**src/rtl/rf_dump.sv**
```systemverilog
// Walks r0..r31 through the register-file dump port and emits each as an idx/data beat.
// Latency: first beat two cycles after start is accepted, then one beat per two cycles (one per skipped register).
// Backpressure: a beat is held stable while out_ready is low; the walk resumes after the handshake.
module rf_dump #(
    parameter int ADDR_W    = 5,
    parameter int DATA_W    = 32,
    parameter int SKIP_ZERO = 0
) (
    input  logic              clk,
    input  logic              rst,
    input  logic              start,
    output logic              busy,
    output logic [ADDR_W-1:0] rf_ra,
    input  logic [DATA_W-1:0] rf_rd,
    input  logic              mon_we,
    input  logic [ADDR_W-1:0] mon_wa,
    output logic              out_valid,
    input  logic              out_ready,
    output logic [ADDR_W-1:0] out_idx,
    output logic [DATA_W-1:0] out_data,
    output logic              out_last,
    output logic              done,
    output logic              dirty
);

    typedef enum logic [1:0] {IDLE, READ, HOLD, DONE} state_t;

    localparam logic [ADDR_W-1:0] LAST_IDX = '1;

    state_t            state;
    state_t            state_nxt;
    logic [ADDR_W-1:0] ptr;
    logic              at_last;
    logic              skip;
    logic              wr_hit;

    assign at_last = (ptr == LAST_IDX);
    // The final register is always emitted so the consumer always sees out_last.
    assign skip    = (SKIP_ZERO != 0) && (rf_rd == '0) && !at_last;
    assign wr_hit  = ((state == READ) || (state == HOLD)) && mon_we &&
                     (mon_wa != '0) && (mon_wa <= ptr);

    always_ff @(posedge clk or posedge rst) begin
        if (rst) begin
            state    <= IDLE;
            ptr      <= '0;
            out_idx  <= '0;
            out_data <= '0;
            out_last <= 1'b0;
            dirty    <= 1'b0;
        end else begin
            state <= state_nxt;
            case (state)
                IDLE: begin
                    if (start) begin
                        ptr <= '0;
                    end
                end
                READ: begin
                    if (skip) begin
                        ptr <= ptr + 1'b1;
                    end else begin
                        out_data <= rf_rd;
                        out_idx  <= ptr;
                        out_last <= at_last;
                    end
                end
                HOLD: begin
                    if (out_ready && !at_last) begin
                        ptr <= ptr + 1'b1;
                    end
                end
                default: begin
                end
            endcase
            if ((state == IDLE) && start) begin
                dirty <= 1'b0;
            end else if (wr_hit) begin
                dirty <= 1'b1;
            end
        end
    end

    always_comb begin
        state_nxt = state;
        case (state)
            IDLE: if (start) state_nxt = READ;
            READ: if (!skip) state_nxt = HOLD;
            HOLD: if (out_ready) state_nxt = at_last ? DONE : READ;
            DONE: state_nxt = IDLE;
            default: state_nxt = IDLE;
        endcase
    end

    always_comb begin
        busy      = (state != IDLE);
        out_valid = (state == HOLD);
        done      = (state == DONE);
        rf_ra     = (state == READ) ? ptr : '0;
    end

endmodule

```
**config.mk**
```make
export PLATFORM = sky130hd
export DESIGN_NAME = rf_dump
export DESIGN_NICKNAME = d
export VERILOG_FILES = /design/src/rtl/rf_dump.sv
export SDC_FILE = /design/constraint.sdc
export NUM_CORES = 1
export LEC_CHECK = 0
export ABC_CLOCK_PERIOD_IN_PS = 1850
export CAP_MARGIN = 0
export CELL_PAD_IN_SITES_DETAIL_PLACEMENT = 0
export CELL_PAD_IN_SITES_GLOBAL_PLACEMENT = 1
export CORE_MARGIN = 5
export CORE_UTILIZATION = 29
export DETAILED_ROUTE_END_ITERATION = 8
export PLACE_DENSITY = 0.71
export SLEW_MARGIN = 30
export SYNTH_ARGS = -nofsm -noshare
export SYNTH_HDL_FRONTEND = slang
export SYNTH_SLANG_ARGS = --single-unit
```
**constraint.sdc**
```tcl
create_clock -name clk -period 1.85 [get_ports clk]
set_input_delay 0.2775 -clock clk [delete_from_list [all_inputs] [get_ports clk]]
set_output_delay 0.2775 -clock clk [all_outputs]
set_load 0.005 [all_outputs]
```
# [Yosys cells after proc, flatten, opt, wreduce, memory -nomap -nowiden]
# Cells that the tools add are included.
[totals] ff_bits=46 inputBits=42
[op_classes] n_addsub=1 n_lt_le_gt_ge=1 n_eq_ne=7 muxes=10 reduce_logical=14
[op_table] operator="$mux W5" count=3
[op_table] operator="$pmux W5 S2" count=1
[op_table] operator="$pmux W2 S4" count=1
[op_table] operator="$mux W2" count=3
[op_table] operator="$reduce_bool A2 Y1" count=3
[op_table] operator="$add A5 B1 Y5 const B" count=1
[op_table] operator="$eq A5 B5 Y1 const B" count=1
[op_table] operator="$le A5 B5 Y1" count=1
[op_table] operator="$logic_and A1 B1 Y1" count=5
[op_table] operator="$reduce_bool A5 Y1" count=1
[op_table] operator="$eq A2 B2 Y1 const B" count=2
[op_table] operator="$ne A2 B1 Y1 const B" count=2
[op_table] operator="$reduce_and A3 Y1" count=1
[op_table] operator="$eq A2 B1 Y1 const B" count=1
[op_table] operator="$logic_not A2 Y1" count=1
[op_table] operator="$mux W1" count=2
[op_table] operator="$ne A2 B2 Y1 const B" count=1
[op_table] operator="$reduce_and A2 Y1" count=1
[op_table] operator="$logic_not A1 Y1" count=1
[op_table] operator="$logic_or A1 B1 Y1" count=1

# [Logic depth before layout (Yosys ltp)]
# Gate-level depths: netlist (run 1).
[logic_depth] ltp_word=7 mapped_depth=7

# [Worst setup path after synthesis (run 1)]
# No wires, ideal clock.
[synth_timing] path_type="flip-flop to flip-flop" start="reg ptr[0]" end="reg ptr[3]" setup_ns=0.065 arrival_time_ns=1.824 required_time_ns=1.785 slack_ns=-0.039 path_stages_with_launch=8 path_buffers=0 synth_period_minus_slack_ns=1.889 cell_sequence="dfrtp_1 ha_1 and3_1 ha_1 nand2b_4 or4_1 nand2_1 a22o_1"
[synth_via] elab_chain_len=5 word_cells_on_any_way=8 cone_classes="add/sub (1); eq/ne (2); mux (2); reduce/logical (3)"
[synth_lines] element="start, declared" line_no="32" text="logic [ADDR_W-1:0] ptr;"
[synth_lines] element="start signal, assigned" line_no="61" text="ptr <= ptr + 1'b1;"
[synth_lines] element="start signal, assigned" line_no="70" text="ptr <= ptr + 1'b1;"
[synth_lines] element="$eq A5 B5 Y1" line_no="37" text="assign at_last = (ptr == LAST_IDX);"
[synth_lines] element="net at_last" line_no="33" text="logic at_last;"
[synth_lines] element="$logic_not A1 Y1" line_no="69" text="if (out_ready && !at_last) begin"
[synth_lines] element="$logic_and A1 B1 Y1" line_no="69"
[synth_lines] element="$ne A2 B1 Y1 (no line)"
[synth_lines] element="$reduce_and A3 Y1 (no line)"
# The timed path passes the listed nets, and every way through them passes these cells. The select of a mux whose other input is x is not followed.
# A chain may end at the register's enable or synchronous reset.

# [Final worst setup path (run 1)]
# Same ends and word-level chain as after synthesis.

==> flow_metrics.py, run 1 <==
metrics = {
    "sta": {
        "min_period_over_period_pct": 99.0,
        "tightest_slew_ps": 281,
        "holdWs_ps": 333,
        "setup_viol": 0,
        "tns_ps": 0,
        "rsz0062_at_grt": "yes",
        "maxClockFrequency_mhz": 546,
        "finalClockSkew_ps": 4.26,
        "finalHoldViolations": 0,
        "drv_slew": 0,
        "slew_headroom_pct": 81.1,
        "fin_crit_ps": 1830,
    },
    "die": {
        "rows": 31,
        "start_util_pct": 29.6,
        "die_h_um": 95.6,
        "die_w_um": 95.6,
        "ios": 89,
        "dieArea_mm2": 0.00913,
        "core_area_mm2": 0.00718,
    },
    "placed_design": {
        "place.gp.congestion": 0.825,
        "io_buffers": 88,
        "place.detailed.hpwl_um": 3800,
        "dp.cells": 355,
        "placed_cell_area_mm2": 0.00321,
    },
    "detailed_routing": {
        "drc_errors": 0,
        "top_layer": "met4",
        "routedWlPerCell_um": 13.9,
        "wl_met3_um": 400,
        "first_iter_violations": 27,
        "routed_wl_um": 5200,
        "wl_met1_um": 2240,
        "viasPerCell": 4.43,
        "dr.pass1.iters": 4,
        "vias": 1652,
        "detail-route-antenna-nets": 0,
        "dr_wl_met2_um": 2520,
    },
    "setup_path": {
        "cp.required_ps": 2090,
        "critPathLaunchType": "flip-flop",
        "rr_worst_depth": 7,
        "path_class": "reg2reg",
        "worstSetupEndpointType": "flip-flop",
        "rrSetupSlack_ps": 20,
        "crit_arrival_ps": 2070,
        "rr_endpoint": "ptr[3]",
        "worstPathMaxFanout": 4,
        "r2r_start": "ptr[0]",
    },
    "cts": {
        "clkLatencyLatePin_ps": 290,
        "cts.clk_slew.worst_paths_ps": 80,
        "cts_tree": "done",
        "cts.sinks": 46,
        "htreeDepth": 2,
        "clockBufferDepth": 2,
        "cts_root_buffer": "clkbuf_8",
        "numCtsBuffers": 5,
    },
    "logic_synthesis": {
        "async_reset_ff_share_pct": 100,
        "synthDistinctLibCells": 30,
        "synth_ff_type": "dfrtp_1",
        "synth-seq-area-share_pct": 54.2,
        "synthTopCellsByArea": "dfrtp_1 (54%), mux2_2 (21%), ha_1 (7.1%), inv_1 (1.9%), and2_1 (1.5%)",
        "syn_inst": 161,
        "yosysWarnings": 0,
        "synth.avg_cell_area_um2": 13.2,
        "synth-seq-cells": 46,
        "synth_common_cells": "dfrtp_1 (46), mux2_2 (40), ha_1 (12), inv_1 (11)",
        "synth_top_area_share_pct": 54.2,
        "synth.most_common_cell": "dfrtp_1",
        "yosysTopAreaCell": "dfrtp_1",
        "syn_nets": 215,
        "synth_enable_flop_cells": 0,
        "netlist_area_mm2": 0.00212,
    },
    "power_and_ir_drop": {
        "swShare_pct": 29.1,
        "power.internal_w": 0.00353,
        "pwr-share-seq_pct": 33.8,
        "power_density_mw_per_mm2": 1450,
        "ir_drop_uv": 653,
        "power_frac_clock_pct": 15.2,
        "comb_power_share_pct": 51.0,
        "p_switching_w": 0.00145,
        "leakage_nw": 1.50,
    },
    "finish": {
        "antenna_cells": 0,
        "fillers": 672,
        "nNetsFinal": 328,
        "final_core_util_pct": 47.8,
        "final_area_mm2": 0.00343,
        "drive_above_1_share_pct": 31.0,
        "final_cells": 373,
        "area_delta_synth_final_pct": 61.6,
    },
    "run": {
        "drv_cap": 0,
    },
    "global_routing": {
        "grt_pass1_vias": 1749,
        "grt_max_degree": 47,
        "grt_usage_pct": 12.0,
        "grt_overflow": 0,
        "grt_pass1_wl_um": 8490,
        "antenna_found_initial": 0,
    },
    "hold_path": {
        "hp-class": "in2async",
    },
    "status": {
        "outcome": "complete, no violations",
    },
}
==> cell type report <==
cell class	instances	area, um2	area share (%)
tap	99	124	3.61
inverter	11	41.3	1.20
sequential	46	1150	33.6
clock inverter	1	30.0	0.875
clock buffer	6	82.6	2.41
multi-input combinational	98	937	27.3
timing repair buffer	112	1060	31.0
==> sequential cells by signal, indices dropped and copies added (netlist names) <==
name and count:
ptr 5, out_data 32, out_idx 5, out_last 1, dirty 1, state 2
==> kinds of logic after synthesis <==
kind of cell	count (synthesis)	synth area share [%]
buffers and inverters	17	3.30
DFF	46	54.2
and+or+nand+nor	27	7.66
muxes	40	21.2
AOI/OAI and AO/OA	19	6.54
adders and majority gates	12	7.07
==> critical path, cell delays in order, from the launching register on <==
cell	delay, ps
dfrtp_1	390
ha_2	200
and3_4	180
ha_4	150
nand2b_4	150
or4_1	510
nand2_1	80
a22o_1	110
==> metal layers <==
metal | GRT usage (%) | up-vias
li1 | - | 795
met2 | 19.5 | 50
met1 | 15.0 | 800
met4 | 2.84 | 0
met5 | 0 | -
met3 | 4.58 | 7
==> power groups by stage <==
stage	Combinational (W)	Sequential, W	Clock, W
after floorplan	0.00108	0.00173	0
after detailed placement	0.00242	0.00171	0
after global placement	0.00241	0.00169	0
after CTS	0.00256	0.00170	0.000790
final	0.00254	0.00168	0.000755
after global routing	0.00278	0.00176	0.000842
==> through the flow <==
step                      power, W  worst slack (ps)
after floorplan            0.00282              7.36
after global placement     0.00411            -0.523
after detailed placement   0.00413             -69.7
after CTS                  0.00505              8.20
after global routing       0.00538             -57.5
final                      0.00498              18.0
==> cells in the final DEF (no fill, tap or decap), types with 2 or more instances in the layout <==
master	count
inv_1	8
dlygate4sd2_1	6
buf_4	22
mux2_2	40
a31oi_1	2
ha_2	2
ha_1	8
ha_4	2
nand2_1	3
dfrtp_1	45
a21oi_1	3
a22o_1	3
nand3_1	5
and2_1	5
inv_2	3
o21ai_0	3
nand4_1	2
nor2_1	4
clkdlybuf4s50_1	82
clkbuf_8	6
==> how the worst max path moves through the flow <==
stage	start	to	slack [ps]
floorplan	ptr[0]	ptr[3]	7
global placement	mon_wa[3]	dirty	-0.5
detailed placement	mon_wa[3]	dirty	-70
CTS	ptr[1]	ptr[3]	8
global route	ptr[0]	ptr[3]	-60
finish	ptr[0]	ptr[3]	20
==> timing repair <==
item	CTS	global route
endpoints found under the hold margin	0	0
hold buffers	0	0
pin swaps	0	5
gates cloned	0	0
gates resized for setup	12	2
setup endpoints to repair	7	3
setup buffers	7	4
Power figures use the tool's default switching activity.
==> inputs of run 2 (changes only) <==
Settings changed: ABC_AREA from default to 0.
==> results of run 2 <==
Same layout as run 1: the final DEF is identical, and so are final timing and power.
